--- config.mk ---
export PLATFORM = sky130hd
export DESIGN_NAME = if_stage
export DESIGN_NICKNAME = d
export VERILOG_FILES = /design/src/rtl/if_stage.sv
export SDC_FILE = /design/constraint.sdc
export NUM_CORES = 1
export LEC_CHECK = 0
export ABC_AREA = 1
export ABC_CLOCK_PERIOD_IN_PS = 4930
export BUFFER_PORTS_ARGS = -buffer_cell sky130_fd_sc_hd__buf_2
export CELL_PAD_IN_SITES_DETAIL_PLACEMENT = 1
export CELL_PAD_IN_SITES_GLOBAL_PLACEMENT = 1
export CORE_MARGIN = 4
export CORE_UTILIZATION = 34
export CTS_CLUSTER_DIAMETER = 40
export CTS_CLUSTER_SIZE = 20
export DETAILED_ROUTE_END_ITERATION = 8
export PLACE_DENSITY_LB_ADDON = 0.1
export SYNTH_ARGS = -nofsm -noshare
export SYNTH_HDL_FRONTEND = slang
export SYNTH_SLANG_ARGS = --single-unit
--- constraint.sdc ---
create_clock -name clock -period 4.93 [get_ports clock]
set_clock_uncertainty 0.2 [all_clocks]
set_input_delay 0.493 -clock clock [delete_from_list [all_inputs] [get_ports clock]]
set_output_delay 0.493 -clock clock [all_outputs]
set_load 0.01 [all_outputs]
--- src/rtl/if_stage.sv ---
// Instruction-fetch stage: owns the fetch PC, issues credit-limited word requests
// and buffers returned instructions with their PCs for decode.
module if_stage #(
    parameter logic [63:0] RESET_PC = 64'h8000_0000,
    parameter int unsigned DEPTH    = 2
) (
    input  logic        clock,
    input  logic        reset,
    output logic        imem_req_valid,
    input  logic        imem_req_ready,
    output logic [63:0] imem_req_addr,
    input  logic        imem_rsp_valid,
    input  logic [31:0] imem_rsp_data,
    input  logic        redirect_valid,
    input  logic [63:0] redirect_pc,
    output logic        inst_valid,
    input  logic        inst_ready,
    output logic [31:0] inst,
    output logic [63:0] inst_pc
);

    localparam int unsigned PW = $clog2(DEPTH);
    localparam int unsigned CW = $clog2(DEPTH) + 1;

    logic [63:0]   fetch_pc_q, fetch_pc_d;
    logic [63:0]   rsp_pc_q,   rsp_pc_d;
    logic [CW-1:0] inflight_q, inflight_d;
    logic [CW-1:0] discard_q,  discard_d;
    logic [CW-1:0] count_q,    count_d;
    logic [PW-1:0] head_q,     head_d;
    logic [PW-1:0] tail_q,     tail_d;
    logic [31:0]   inst_mem_q [DEPTH];
    logic [63:0]   pc_mem_q   [DEPTH];

    logic [CW:0]   used;
    logic          req_fire;
    logic          push;
    logic          pop;
    logic [63:0]   target;

    // Credit covers FIFO occupancy plus everything in flight, so pushes never overflow.
    assign used           = {1'b0, inflight_q} + {1'b0, count_q};
    assign imem_req_valid = !reset && !redirect_valid && (used < (CW+1)'(DEPTH));
    assign imem_req_addr  = fetch_pc_q;
    assign req_fire       = imem_req_valid && imem_req_ready;

    assign push   = imem_rsp_valid && (discard_q == '0) && !redirect_valid;
    assign target = {redirect_pc[63:2], 2'b00};

    assign inst_valid = (count_q != '0) && !redirect_valid;
    assign pop        = inst_valid && inst_ready;
    assign inst       = (count_q != '0) ? inst_mem_q[head_q] : '0;
    assign inst_pc    = (count_q != '0) ? pc_mem_q[head_q]   : '0;

    always_comb begin
        fetch_pc_d = fetch_pc_q;
        rsp_pc_d   = rsp_pc_q;
        inflight_d = inflight_q + CW'(req_fire) - CW'(imem_rsp_valid);
        discard_d  = discard_q;
        count_d    = count_q;
        head_d     = head_q;
        tail_d     = tail_q;
        if (redirect_valid) begin
            fetch_pc_d = target;
            rsp_pc_d   = target;
            // Every response still outstanding after this cycle belongs to the old path.
            discard_d  = inflight_q - CW'(imem_rsp_valid);
            count_d    = '0;
            head_d     = '0;
            tail_d     = '0;
        end else begin
            if (req_fire) begin
                fetch_pc_d = fetch_pc_q + 64'd4;
            end
            if (imem_rsp_valid && (discard_q != '0)) begin
                discard_d = discard_q - 1'b1;
            end
            if (push) begin
                rsp_pc_d = rsp_pc_q + 64'd4;
                tail_d   = tail_q + 1'b1;
            end
            if (pop) begin
                head_d = head_q + 1'b1;
            end
            count_d = count_q + CW'(push) - CW'(pop);
        end
    end

    always_ff @(posedge clock) begin
        if (reset) begin
            fetch_pc_q <= RESET_PC;
            rsp_pc_q   <= RESET_PC;
            inflight_q <= '0;
            discard_q  <= '0;
            count_q    <= '0;
            head_q     <= '0;
            tail_q     <= '0;
            for (int unsigned i = 0; i < DEPTH; i++) begin
                inst_mem_q[i] <= '0;
                pc_mem_q[i]   <= '0;
            end
        end else begin
            fetch_pc_q <= fetch_pc_d;
            rsp_pc_q   <= rsp_pc_d;
            inflight_q <= inflight_d;
            discard_q  <= discard_d;
            count_q    <= count_d;
            head_q     <= head_d;
            tail_q     <= tail_d;
            if (push) begin
                inst_mem_q[tail_q] <= imem_rsp_data;
                pc_mem_q[tail_q]   <= rsp_pc_q;
            end
        end
    end

endmodule

==> impl_metrics.ini <==
[power]
power_frac_comb_pct = 8.8
swShare_pct = 26.64
cellLeakagePower_nw = 8.731
power_density_nw_per_um2 = 373.0
p_clk_share_pct = 52.9
internal_power_mw = 6.000
switching_power_mw = 2.178
ir_drop_v = 0.0002490
seq_power_share_pct = 38.3

[global_routing]
antenna_found_initial = 1
grt_pass1_vias = 18060
track_usage_pct = 24.66
met1_usage_pct = 33.02
overflow = 0
busiest_layer = met2
grt.met3_usage_pct = 3.730
grt_pass1_wl_um = 107600
grt_max_degree = 95
use_met2_pct = 40.83

[setup_path]
critical_path_required_ps = 5250
startpoint_type = register
crit_type = reg2reg
crit_fanout = 43
end_kind = register
worstPathArrival_ps = 3760

[timing]
fmax_ghz = 0.2909
min_period_over_period_pct = 69.73
report.final.hold_viol_count = 0
rsz0062_at_grt = false
worst_pin_slew_ps = 1216
maxSlewHeadroom_pct = 18.93
slew_viol_final = 0
fin_setup_tns_ps = 0
setup_viol = 0
layout_min_cycle_time_ps = 3437

[placement]
dp.cells = 3249
place_congestion = 0.9419
io_buffers = 257
hpwl_um = 49850

[detailed_routing]
vias = 17280
dr.pass1.iters = 5
drc_errors = 0
drtAntennaViolNets = 0
drtIter0Drc = 1015
drt_wl_total_um = 70250
wl_per_cell_um = 20.73
drt-vias-per-instance = 5.098

[cts]
cts.reportedPaths.clkPinSlew_ps = 50
htree_levels = 3
cts_hold_buf = 21
clock_latency_ps = 590
numCtsBuffers = 67
cts_root_buf = clkbuf_16
clockBufferDepth = 3
cts_tree = done
postCtsSetupRepairBufs = 0
cts_resized = 0
cts.sinks = 321

[synthesis]
synth_seq_cells = 321
synth.yosys.warnings = 0
synth_area_um2 = 17670
syn_area_per_cell_um2 = 7.356
syn_inst = 2402
seq_area_frac_synth_pct = 47.02
yosysUniqueCellTypes = 45

[finish]
layoutNonFillerInstCount = 3389
area.growth.synth_to_final_pct = 24.08
final_cell_mix = 635 x nand2_1, 431 x nor2_1, 256 x buf_2
diodes = 0
final_nets = 2770
layout-drive-gt1-share_pct = 17.31
layout_commonest_cell = nand2_1

[flow_run]
maxCapViolations = 0

[status]
run_status = finished, final reports clean

[floorplanning]
die_x_um = 236.0
core_area_um2 = 51410
start_util_pct = 34.37
design.die.area_um2 = 55680
row_count = 83
fp.dieH_um = 236.0
io-pin-count = 264

[hold_path]
hp-class = in2reg
-- logic make-up after synthesis --
group,synth area share (%)
adder cells (fa/ha/maj),0.6799
AO/OA/AOI/OAI,11.74
AND/OR/NAND/NOR,31.68
buffers and inverters,7.422
other,0.02122
flip-flops,47.02
XOR/XNOR,1.438
-- state kept, by name (all words and copies together) (netlist names), 2 cells and up, named ones only --
| name | flops |
|---|---|
| rsp_pc_q | 62 |
| inflight_q | 2 |
| inst_mem_q | 64 |
| discard_q | 2 |
| imem_req_addr | 62 |
| pc_mem_q | 124 |
| count_q | 2 |
-- area by class of cell --
type | count | area, µm²
inverter | 228 | 855.8
clock inverter | 43 | 390.4
timing repair buffer | 292 | 1642
multi-input combinational | 1749 | 8110
tap | 680 | 850.8
fill | 6344 | 29480
sequential | 321 | 8312
clock buffer | 76 | 1763
-- power groups by stage --
stage | clock network (mW) | logic [mW] | registers [mW]
final | 4.33 | 0.719 | 3.13
after global routing | 4.56 | 0.796 | 3.15
after CTS | 4.43 | 0.727 | 3.13
after detailed placement | 0 | 0.708 | 3.18
after global placement | 0 | 0.690 | 3.18
after floorplan | 0 | 0.399 | 3.16
-- critical path, stage by stage (launching register included) --
cell and delay (ps):
dfxtp_1 390, nand2_1 80, inv_1 70, fa_1 440, nor2_1 210, nand3_4 300
nand2_4 550, inv_2 520, nor2_1 210, nand3_1 100, nand3_1 120, nand2_1 60
inv_1 60
-- layer usage --
layer,vias up,wire length (µm),share of wire (%)
met1,8425,31880,45
met4,0,2398,3.4
li1,8340,-,-
met2,397,33100,47
met3,116,2872,4.1
met5,-,0,0
-- per-stage QoR --
step / hold slack (ps) / total power [mW] / cell area (µm²) / worst slack, ps / util (%)
after floorplan: 259.1 / 3.554 / 17680 / 894.0 / -
after CTS: 0.01471 / 8.290 / 21920 / 1456 / 42.65
after global placement: 285.4 / 3.867 / 19560 / 1452 / 38.05
final: 28.80 / 8.178 / 21920 / 1493 / 42.65
after detailed placement: 297.9 / 3.889 / 19560 / 1423 / 38.05
after global routing: 23.81 / 8.510 / 21920 / 1168 / 42.65
-- worst paths after layout --
kind	slack [ps]	startpoint	to	cells after the start
setup reg to reg	1490	count_q[0]$_SDFF_PP0_	imem_req_addr[34]$_SDFFE_PP0P_	12
hold / removal	30	imem_rsp_data[24]	inst_mem_q[0][24]$_SDFFCE_PN0P_	3
hold reg to reg	310	head_q$_SDFFE_PP0P_	register	2
setup / recovery	1490	count_q[0]$_SDFF_PP0_	imem_req_addr[34]$_SDFFE_PP0P_	12
-- cell usage after synthesis, drive strengths merged --
cell type / instances / area [µm²]
conb: 1 / 3.750
nand3b: 3 / 22.52
o211ai: 16 / 120.1
xnor2: 8 / 70.07
or2: 2 / 12.51
fa: 1 / 20.02
buf: 51 / 245.2
dfxtp: 133 / 2663
a21o: 2 / 15.01
edfxtp: 188 / 5645
xor2: 21 / 183.9
clkbuf: 56 / 210.2
inv: 225 / 844.6
a211oi: 2 / 15.01
o22ai: 4 / 25.02
nor4: 3 / 18.77
o21ai: 110 / 550.5
nor2: 472 / 1996
nand4: 23 / 150.1
nor3: 15 / 90.09
clkinv: 3 / 11.26
a221oi: 1 / 8.760
o21bai: 11 / 82.58
a21oi: 213 / 1070
a31oi: 30 / 187.7
ha: 8 / 100.1
nand2: 663 / 2574
and2: 2 / 12.52
nand3: 135 / 720.7
(Power assumes the default switching activity.)
